## src/rtl/pcs_pkg.sv

```systemverilog
// pcs_pkg: shared types and defaults for the 40G PCS TX slot scheduler.
//   AM_PERIOD_DEF : data blocks per lane between alignment markers
//   GB_PERIOD_DEF : gearbox cycle length in clocks (last clock is a stall)
//   slot_e        : what the 4-lane block slot carries this cycle
//   state_e       : scheduler FSM state
package pcs_pkg;

    localparam int unsigned AM_PERIOD_DEF = 16383;
    localparam int unsigned GB_PERIOD_DEF = 33;

    typedef enum logic [1:0] {
        SLOT_DATA,
        SLOT_AM,
        SLOT_STALL
    } slot_e;

    typedef enum logic {
        IDLE,
        RUN
    } state_e;

endpackage

```

## src/rtl/pcs_40g_tx_flow_ctrl_if.sv

```systemverilog
// pcs_40g_tx_flow_ctrl_if: control bundle between link management, the slot
// scheduler and the pcs_40g_tx datapath.
//   tx_en_i    : transmit enable into the scheduler
//   ready_o    : MAC block accepted this cycle
//   am_v_o     : per-lane AM insert (all bits equal)
//   gb_stall_o : gearbox stall, no block enters the datapath
//   gb_seq_o   : gearbox phase for the datapath shift mux
//   am_cnt_o   : data blocks since the last AM (debug)
// master = scheduler side, slave = consumer/driver side.
interface pcs_40g_tx_flow_ctrl_if
    import pcs_pkg::*;
#(
    parameter int unsigned LANE_N    = 4,
    parameter int unsigned AM_PERIOD = AM_PERIOD_DEF,
    parameter int unsigned GB_PERIOD = GB_PERIOD_DEF
);
    localparam int unsigned GB_W = $clog2(GB_PERIOD);
    localparam int unsigned AM_W = $clog2(AM_PERIOD + 1);

    logic              tx_en_i;
    logic              ready_o;
    logic [LANE_N-1:0] am_v_o;
    logic              gb_stall_o;
    logic [GB_W-1:0]   gb_seq_o;
    logic [AM_W-1:0]   am_cnt_o;

    modport master (
        input  tx_en_i,
        output ready_o,
        output am_v_o,
        output gb_stall_o,
        output gb_seq_o,
        output am_cnt_o
    );

    modport slave (
        output tx_en_i,
        input  ready_o,
        input  am_v_o,
        input  gb_stall_o,
        input  gb_seq_o,
        input  am_cnt_o
    );

endinterface

```

## src/rtl/pcs_wrap_cnt.sv

```systemverilog
// pcs_wrap_cnt: modulo-N up counter with enable and synchronous clear.
//   clk, nreset : clock, synchronous active-low reset
//   i_en        : count this cycle
//   i_clr       : clear to 0 (wins over i_en)
//   o_cnt       : current count, 0 .. N-1
//   o_last      : o_cnt == N-1
module pcs_wrap_cnt #(
    parameter int unsigned N = 33,
    parameter int unsigned W = $clog2(N)
) (
    input  logic         clk,
    input  logic         nreset,
    input  logic         i_en,
    input  logic         i_clr,
    output logic [W-1:0] o_cnt,
    output logic         o_last
);

    localparam logic [W-1:0] LAST = W'(N - 1);

    logic [W-1:0] r_cnt;

    always_ff @(posedge clk) begin
        if (!nreset || i_clr) begin
            r_cnt <= '0;
        end else if (i_en) begin
            r_cnt <= (r_cnt == LAST) ? '0 : r_cnt + 1'b1;
        end
    end

    assign o_cnt  = r_cnt;
    assign o_last = (r_cnt == LAST);

endmodule

```

## src/rtl/pcs_40g_tx_flow_ctrl.sv

```systemverilog
// pcs_40g_tx_flow_ctrl: per-cycle slot scheduler for the 40G PCS TX path.
// Each RUN cycle the shared 4-lane slot is a gearbox STALL, an alignment
// marker (AM) or MAC DATA, in that priority. Outputs are a Moore decode of
// the registered state (no output register stage).
//   clk, nreset : clock, synchronous active-low reset
//   io_bus      : master side of pcs_40g_tx_flow_ctrl_if
module pcs_40g_tx_flow_ctrl
    import pcs_pkg::*;
#(
    parameter int unsigned LANE_N    = 4,
    parameter int unsigned AM_PERIOD = AM_PERIOD_DEF,
    parameter int unsigned GB_PERIOD = GB_PERIOD_DEF
) (
    input  logic                  clk,
    input  logic                  nreset,
    pcs_40g_tx_flow_ctrl_if.master io_bus
);

    localparam int unsigned GB_W = $clog2(GB_PERIOD);
    localparam int unsigned AM_W = $clog2(AM_PERIOD + 1);
    localparam logic [AM_W-1:0] AM_LAST = AM_W'(AM_PERIOD);

    if (AM_PERIOD < 2 || GB_PERIOD < 2) begin : g_param_err
        $error("pcs_40g_tx_flow_ctrl: AM_PERIOD and GB_PERIOD must be >= 2");
    end

    state_e          r_state;
    logic [AM_W-1:0] r_am_cnt;
    logic            r_am_pend;

    logic            w_run;
    logic            w_leave;
    logic [GB_W-1:0] w_gb_cnt;
    logic            w_gb_last;
    logic [AM_W-1:0] w_am_inc;
    slot_e           w_slot;

    assign w_run    = (r_state == RUN);
    assign w_leave  = w_run && !io_bus.tx_en_i;
    assign w_am_inc = r_am_cnt + 1'b1;

    // Gearbox phase: advances on every RUN cycle, cleared when leaving RUN.
    pcs_wrap_cnt #(
        .N (GB_PERIOD),
        .W (GB_W)
    ) u_gb_cnt (
        .clk    (clk),
        .nreset (nreset),
        .i_en   (w_run),
        .i_clr  (w_leave),
        .o_cnt  (w_gb_cnt),
        .o_last (w_gb_last)
    );

    // A pending AM waits out a stall; no DATA is granted while it is pending.
    always_comb begin
        w_slot = SLOT_DATA;
        if (w_gb_last) begin
            w_slot = SLOT_STALL;
        end else if (r_am_pend) begin
            w_slot = SLOT_AM;
        end
    end

    always_ff @(posedge clk) begin
        if (!nreset) begin
            r_state   <= IDLE;
            r_am_cnt  <= '0;
            r_am_pend <= 1'b1;
        end else begin
            unique case (r_state)
                IDLE: begin
                    if (io_bus.tx_en_i) begin
                        r_state <= RUN;
                    end
                end
                RUN: begin
                    if (!io_bus.tx_en_i) begin
                        // Re-entry always starts with an AM to realign lanes.
                        r_state   <= IDLE;
                        r_am_cnt  <= '0;
                        r_am_pend <= 1'b1;
                    end else begin
                        unique case (w_slot)
                            SLOT_DATA: begin
                                r_am_cnt <= w_am_inc;
                                if (w_am_inc == AM_LAST) begin
                                    r_am_pend <= 1'b1;
                                end
                            end
                            SLOT_AM: begin
                                r_am_cnt  <= '0;
                                r_am_pend <= 1'b0;
                            end
                            default: ;
                        endcase
                    end
                end
                default: r_state <= IDLE;
            endcase
        end
    end

    always_comb begin
        io_bus.ready_o    = 1'b0;
        io_bus.am_v_o     = '0;
        io_bus.gb_stall_o = 1'b0;
        if (w_run) begin
            unique case (w_slot)
                SLOT_DATA:  io_bus.ready_o    = 1'b1;
                SLOT_AM:    io_bus.am_v_o     = {LANE_N{1'b1}};
                SLOT_STALL: io_bus.gb_stall_o = 1'b1;
                default: ;
            endcase
        end
    end

    assign io_bus.gb_seq_o = w_gb_cnt;
    assign io_bus.am_cnt_o = r_am_cnt;

    a_onehot_run : assert property (@(posedge clk) disable iff (!nreset)
        w_run |-> $onehot({io_bus.ready_o, |io_bus.am_v_o, io_bus.gb_stall_o}));

    a_quiet_idle : assert property (@(posedge clk) disable iff (!nreset)
        !w_run |-> !(io_bus.ready_o || (|io_bus.am_v_o) || io_bus.gb_stall_o));

    a_am_cnt_max : assert property (@(posedge clk) disable iff (!nreset)
        r_am_cnt <= AM_LAST);

endmodule

```

## src/flat_wrapper.sv

```systemverilog
// flat-port wrapper written by rule: the top's interface ports become plain ports
module pcs_40g_tx_flow_ctrl_flat import pcs_pkg::*;
#(
    parameter int unsigned LANE_N    = 4,
    parameter int unsigned AM_PERIOD = AM_PERIOD_DEF,
    parameter int unsigned GB_PERIOD = GB_PERIOD_DEF
)
  (clk, nreset, io_bus_tx_en_i, io_bus_ready_o, io_bus_am_v_o, io_bus_gb_stall_o, io_bus_gb_seq_o, io_bus_am_cnt_o);
  pcs_40g_tx_flow_ctrl_if #(.LANE_N(LANE_N), .AM_PERIOD(AM_PERIOD), .GB_PERIOD(GB_PERIOD)) io_bus_i ();
  input  logic clk;
  input  logic nreset;
  input wire logic [$bits(io_bus_i.tx_en_i)-1:0] io_bus_tx_en_i;
  output wire logic [$bits(io_bus_i.ready_o)-1:0] io_bus_ready_o;
  output wire logic [$bits(io_bus_i.am_v_o)-1:0] io_bus_am_v_o;
  output wire logic [$bits(io_bus_i.gb_stall_o)-1:0] io_bus_gb_stall_o;
  output wire logic [$bits(io_bus_i.gb_seq_o)-1:0] io_bus_gb_seq_o;
  output wire logic [$bits(io_bus_i.am_cnt_o)-1:0] io_bus_am_cnt_o;
  assign io_bus_i.tx_en_i = io_bus_tx_en_i;
  assign io_bus_ready_o = io_bus_i.ready_o;
  assign io_bus_am_v_o = io_bus_i.am_v_o;
  assign io_bus_gb_stall_o = io_bus_i.gb_stall_o;
  assign io_bus_gb_seq_o = io_bus_i.gb_seq_o;
  assign io_bus_am_cnt_o = io_bus_i.am_cnt_o;
  pcs_40g_tx_flow_ctrl #(.LANE_N(LANE_N), .AM_PERIOD(AM_PERIOD), .GB_PERIOD(GB_PERIOD)) u_core (.clk(clk), .nreset(nreset), .io_bus(io_bus_i));
endmodule
```

## config.mk

```make
export PLATFORM = sky130hd
export DESIGN_NAME = pcs_40g_tx_flow_ctrl_flat
export DESIGN_NICKNAME = d
export VERILOG_FILES = /design/src/rtl/pcs_pkg.sv /design/src/rtl/pcs_40g_tx_flow_ctrl_if.sv /design/src/rtl/pcs_wrap_cnt.sv /design/src/rtl/pcs_40g_tx_flow_ctrl.sv /design/src/flat_wrapper.sv
export SDC_FILE = /design/constraint.sdc
export NUM_CORES = 1
export LEC_CHECK = 0
export ABC_AREA = 1
export CORE_MARGIN = 2
export CORE_UTILIZATION = 40
export DETAILED_ROUTE_END_ITERATION = 7
export PLACE_DENSITY_LB_ADDON = 0.25
export RECOVER_POWER = 50
export REMOVE_ABC_BUFFERS = 1
export SLEW_MARGIN = 20
export SYNTH_ARGS = -nofsm -noshare
export SYNTH_HDL_FRONTEND = slang
export SYNTH_SLANG_ARGS = --single-unit
```

## constraint.sdc

```tcl
create_clock -name clk -period 1.8 [get_ports clk]
set_input_delay 0.45 -clock clk [delete_from_list [all_inputs] [get_ports clk]]
set_output_delay 0.45 -clock clk [all_outputs]
set_load 0.02 [all_outputs]
```

==> run_results.csv <==
group,metric,value,unit
hold_path,hp-class,"reg2reg",
clock_tree,root_buffer,"clkbuf_4",
clock_tree,hold_buffers,0,
finish,diodes,0,
synthesis,synth_compound_area_frac,0.09318,
grt,antenna_found_initial,0,
clock_tree,cts_tree,"yes",
outcome,status,"complete, but fails checks",
worst_setup_path,reg2reg_slack,0.17,ns
synthesis,ys_seq_elements,22,
power,ir_drop,0.4106,mV
route,dr.pass1.iters,4,
synthesis,synth_fa_ha_area_frac,0.03842,
synthesis,synth-xor-area-share,0.04611,
sta,period_minus_slack,1.893,ns
synthesis,synth_top_family_by_area,"simple AND/OR/NAND/NOR gates",
synthesis,synth_cell_type_count,24,
floorplanning,rows,20,
sta,slew_viol_final,0,
floorplanning,fp.dieH,61.07,um
sta,rsz0062_at_grt,"yes",
synthesis,seq_area_frac_synth,0.3381,
sta,setup_viol,6,
worst_setup_path,startpoint,"u_core.u_gb_cnt.o_cnt[0]",
floorplanning,core-area,3078,sq um
finish,final_core_util,0.6106,
synthesis,yosys.area_share.simple,0.3890,
worst_setup_path,setup.worst_path.start_class,"flip-flop",
finish,fillers,301,
route,wirelength,3.314,mm
grt,grt_pass1_wl,5.188,mm
place,dp_hpwl,2.372,mm
worst_setup_path,cp.required,1.35,ns
finish,final_cell_mix,"nand2_1 (68), buf_4 (24), dlygate4sd2_1 (18), a21oi_1 (17), nor2_1 (16)",
worst_setup_path,worstSetupPathType,"reg2out",
route,viasPerCell,4.736,
sta,slew_headroom,0.6676,
route,vias,1397,
route,drc,0,
clock_tree,htreeDepth,1,
route,antenna_left,0,
grt,grt_max_degree,14,
finish,nNetsFinal,259,
clock_tree,clock_latency,0.32,ns
sta,finalHoldWorstSlack,0.5076,ns
finish,multiInputGateArea,800.8,sq um
synthesis,synth_mux_area_frac,0,
grt,track_usage,0.1865,
clock_tree,clockBufferDepth,2,
place,place_congestion,0.8172,
worst_setup_path,timing.rr.start,"u_core.io_bus.am_cnt_o[0]",
power,p_leak,0.0008860,uW
grt,grt-ovfl-total,0,
place,port_buffers,28,
route,wire_per_inst,11.23,um
sta,worstMarginPinSlew,0.4940,ns
worst_setup_path,worst_path_largest_cell_delay,0.36,ns
synthesis,synth_warnings,0,
sta,fmax,528.2,MHz
worst_setup_path,crit_arrival,1.44,ns
sta,hold_violations,0,
run,cap_violations,0,
clock_tree,clkTransAtPathRegs,0.13,ns
worst_setup_path,critical_path.max_fanout,4,
synthesis,synthCells,202,
worst_setup_path,end_kind,"output pin",
clock_tree,clkSinkCount,22,
finish,regArea,451.7,sq um
grt,grt_pass1_vias,1201,
finish,final_common_cell,"nand2_1",
synthesis,avgSynthCellArea,6.448,sq um
worst_setup_path,crit_buf_inv,2,
hold_path,hp-start,"u_core.io_bus.am_cnt_o[13]",
worst_setup_path,slowest_stage,"dfxtp_2",
finish,drive_above_1_share,0.2590,
outcome,violations,"negative setup slack",
sta,timing.final.crit_share,1.052,
sta,fin_ws,-0.09316,ns
power,power.density,472.3,nW/um^2
clock_tree,cts_made_buffers,3,
floorplanning,boundaryPins,29,
synthesis,syn_area,1302,sq um
sta,clock_skew,0.006535,ns
floorplanning,die_w,61.07,um
route,drtIter0Drc,54,
power,power.total,887.6,uW
finish,area_growth,44.28,%
worst_setup_path,crit_family,"simple AND/OR/NAND/NOR gates",
floorplanning,initial_core_util,0.4232,
floorplanning,dieArea,3729,sq um
worst_setup_path,cp_cell_sequence,"inv_2 > ha_4 > nand4_1 > nand2_1 > nor2_4 > buf_6",
## layout make-up
type | count | area share
timing repair buffer | 52 | 0.2397
tap | 44 | 0.02929
inverter | 22 | 0.04527
multi-input combinational | 151 | 0.4261
sequential | 22 | 0.2403
clock buffer | 4 | 0.01931
## sequential cells by signal (all words and copies together), names as in the netlist
register / count
u_core.io_bus.am_cnt_o: 14
u_core.u_gb_cnt.o_cnt: 6
u_core.r_am_pend: 1
u_core.r_state: 1
## routing by layer
layer,part of all wire,vias to the layer above,GRT usage
met5,0,-,0
met4,0.015,0,0.05590
met3,0.049,4,0.04412
met2,0.46,33,0.2918
met1,0.47,630,0.2558
li1,-,730,-
## cell families after synthesis
group | Yosys count
AO/OA/AOI/OAI | 23
AND/OR/NAND/NOR | 118
buffers and inverters | 29
XOR/XNOR | 6
flip-flops | 22
adder cells (fa/ha/maj) | 4
## timing repair
item | 4_1_cts | 5_1_grt
buffers inserted | 0 | 3
resized for setup | 59 | 21
setup endpoints to repair | 24 | 9
cloned | 0 | 0
pin swaps | 4 | 12
## cells in the mapped netlist, drive strengths merged
cell type  instances  area (sq um)
nand2             73         284.0
nor2              23         101.4
dfxtp             22         440.4
inv               22         82.58
a21oi             17         85.08
nand3             13         65.06
buf                6         37.53
o21ai              5         25.02
xor2               5         51.30
ha                 4         50.05
nand4              3         18.77
nand3b             2         15.01
nor3               2         10.01
clkbuf             1         3.750
nor4               1         6.260
o21bai             1         11.26
or2                1         6.260
xnor2              1         8.760
## worst paths after layout
check | to | depth (start not counted)
worst min-delay path | u_core.io_bus.am_cnt_o[13] | 2
worst max-delay path | io_bus_am_v_o[2] | 6
worst min register to register | u_core.io_bus.am_cnt_o[13] | 2
worst max register to register | u_core.r_am_pend | 14
## per-stage QoR
step           setup WS, ns  area, sq um  TNS, ns  cells
6_report           -0.09316         1879  -0.4924    295
5_1_grt             -0.1925         1879   -1.113    295
4_1_cts             -0.1286         1780  -0.6767    292
3_5_place_dp        -0.2742         1754   -1.469    288
3_3_place_gp        -0.2340         1754   -1.280    288
2_1_floorplan       -0.6439         1261   -2.772    195
## worst register-to-register path, cell delays in order, from the launching register on
cell and delay (ns):
dfxtp_4 0.38, buf_6 0.13, inv_4 0.06, ha_1 0.13, nand2_1 0.05, inv_1 0.06, nand2_1 0.07, nor2_1 0.12
nand3_1 0.10, nor2_1 0.10, nand3_1 0.08, nand2_1 0.09, nand2_1 0.05, nand2_1 0.05, nand3_1 0.06
## where the power goes
part	switching, uW	total (uW)	internal [uW]
sequential	4.29	496	492
combinational	62.9	110	47.0
clock	158	282	124
total	225	888	662
Power figures use the tool's default switching activity.
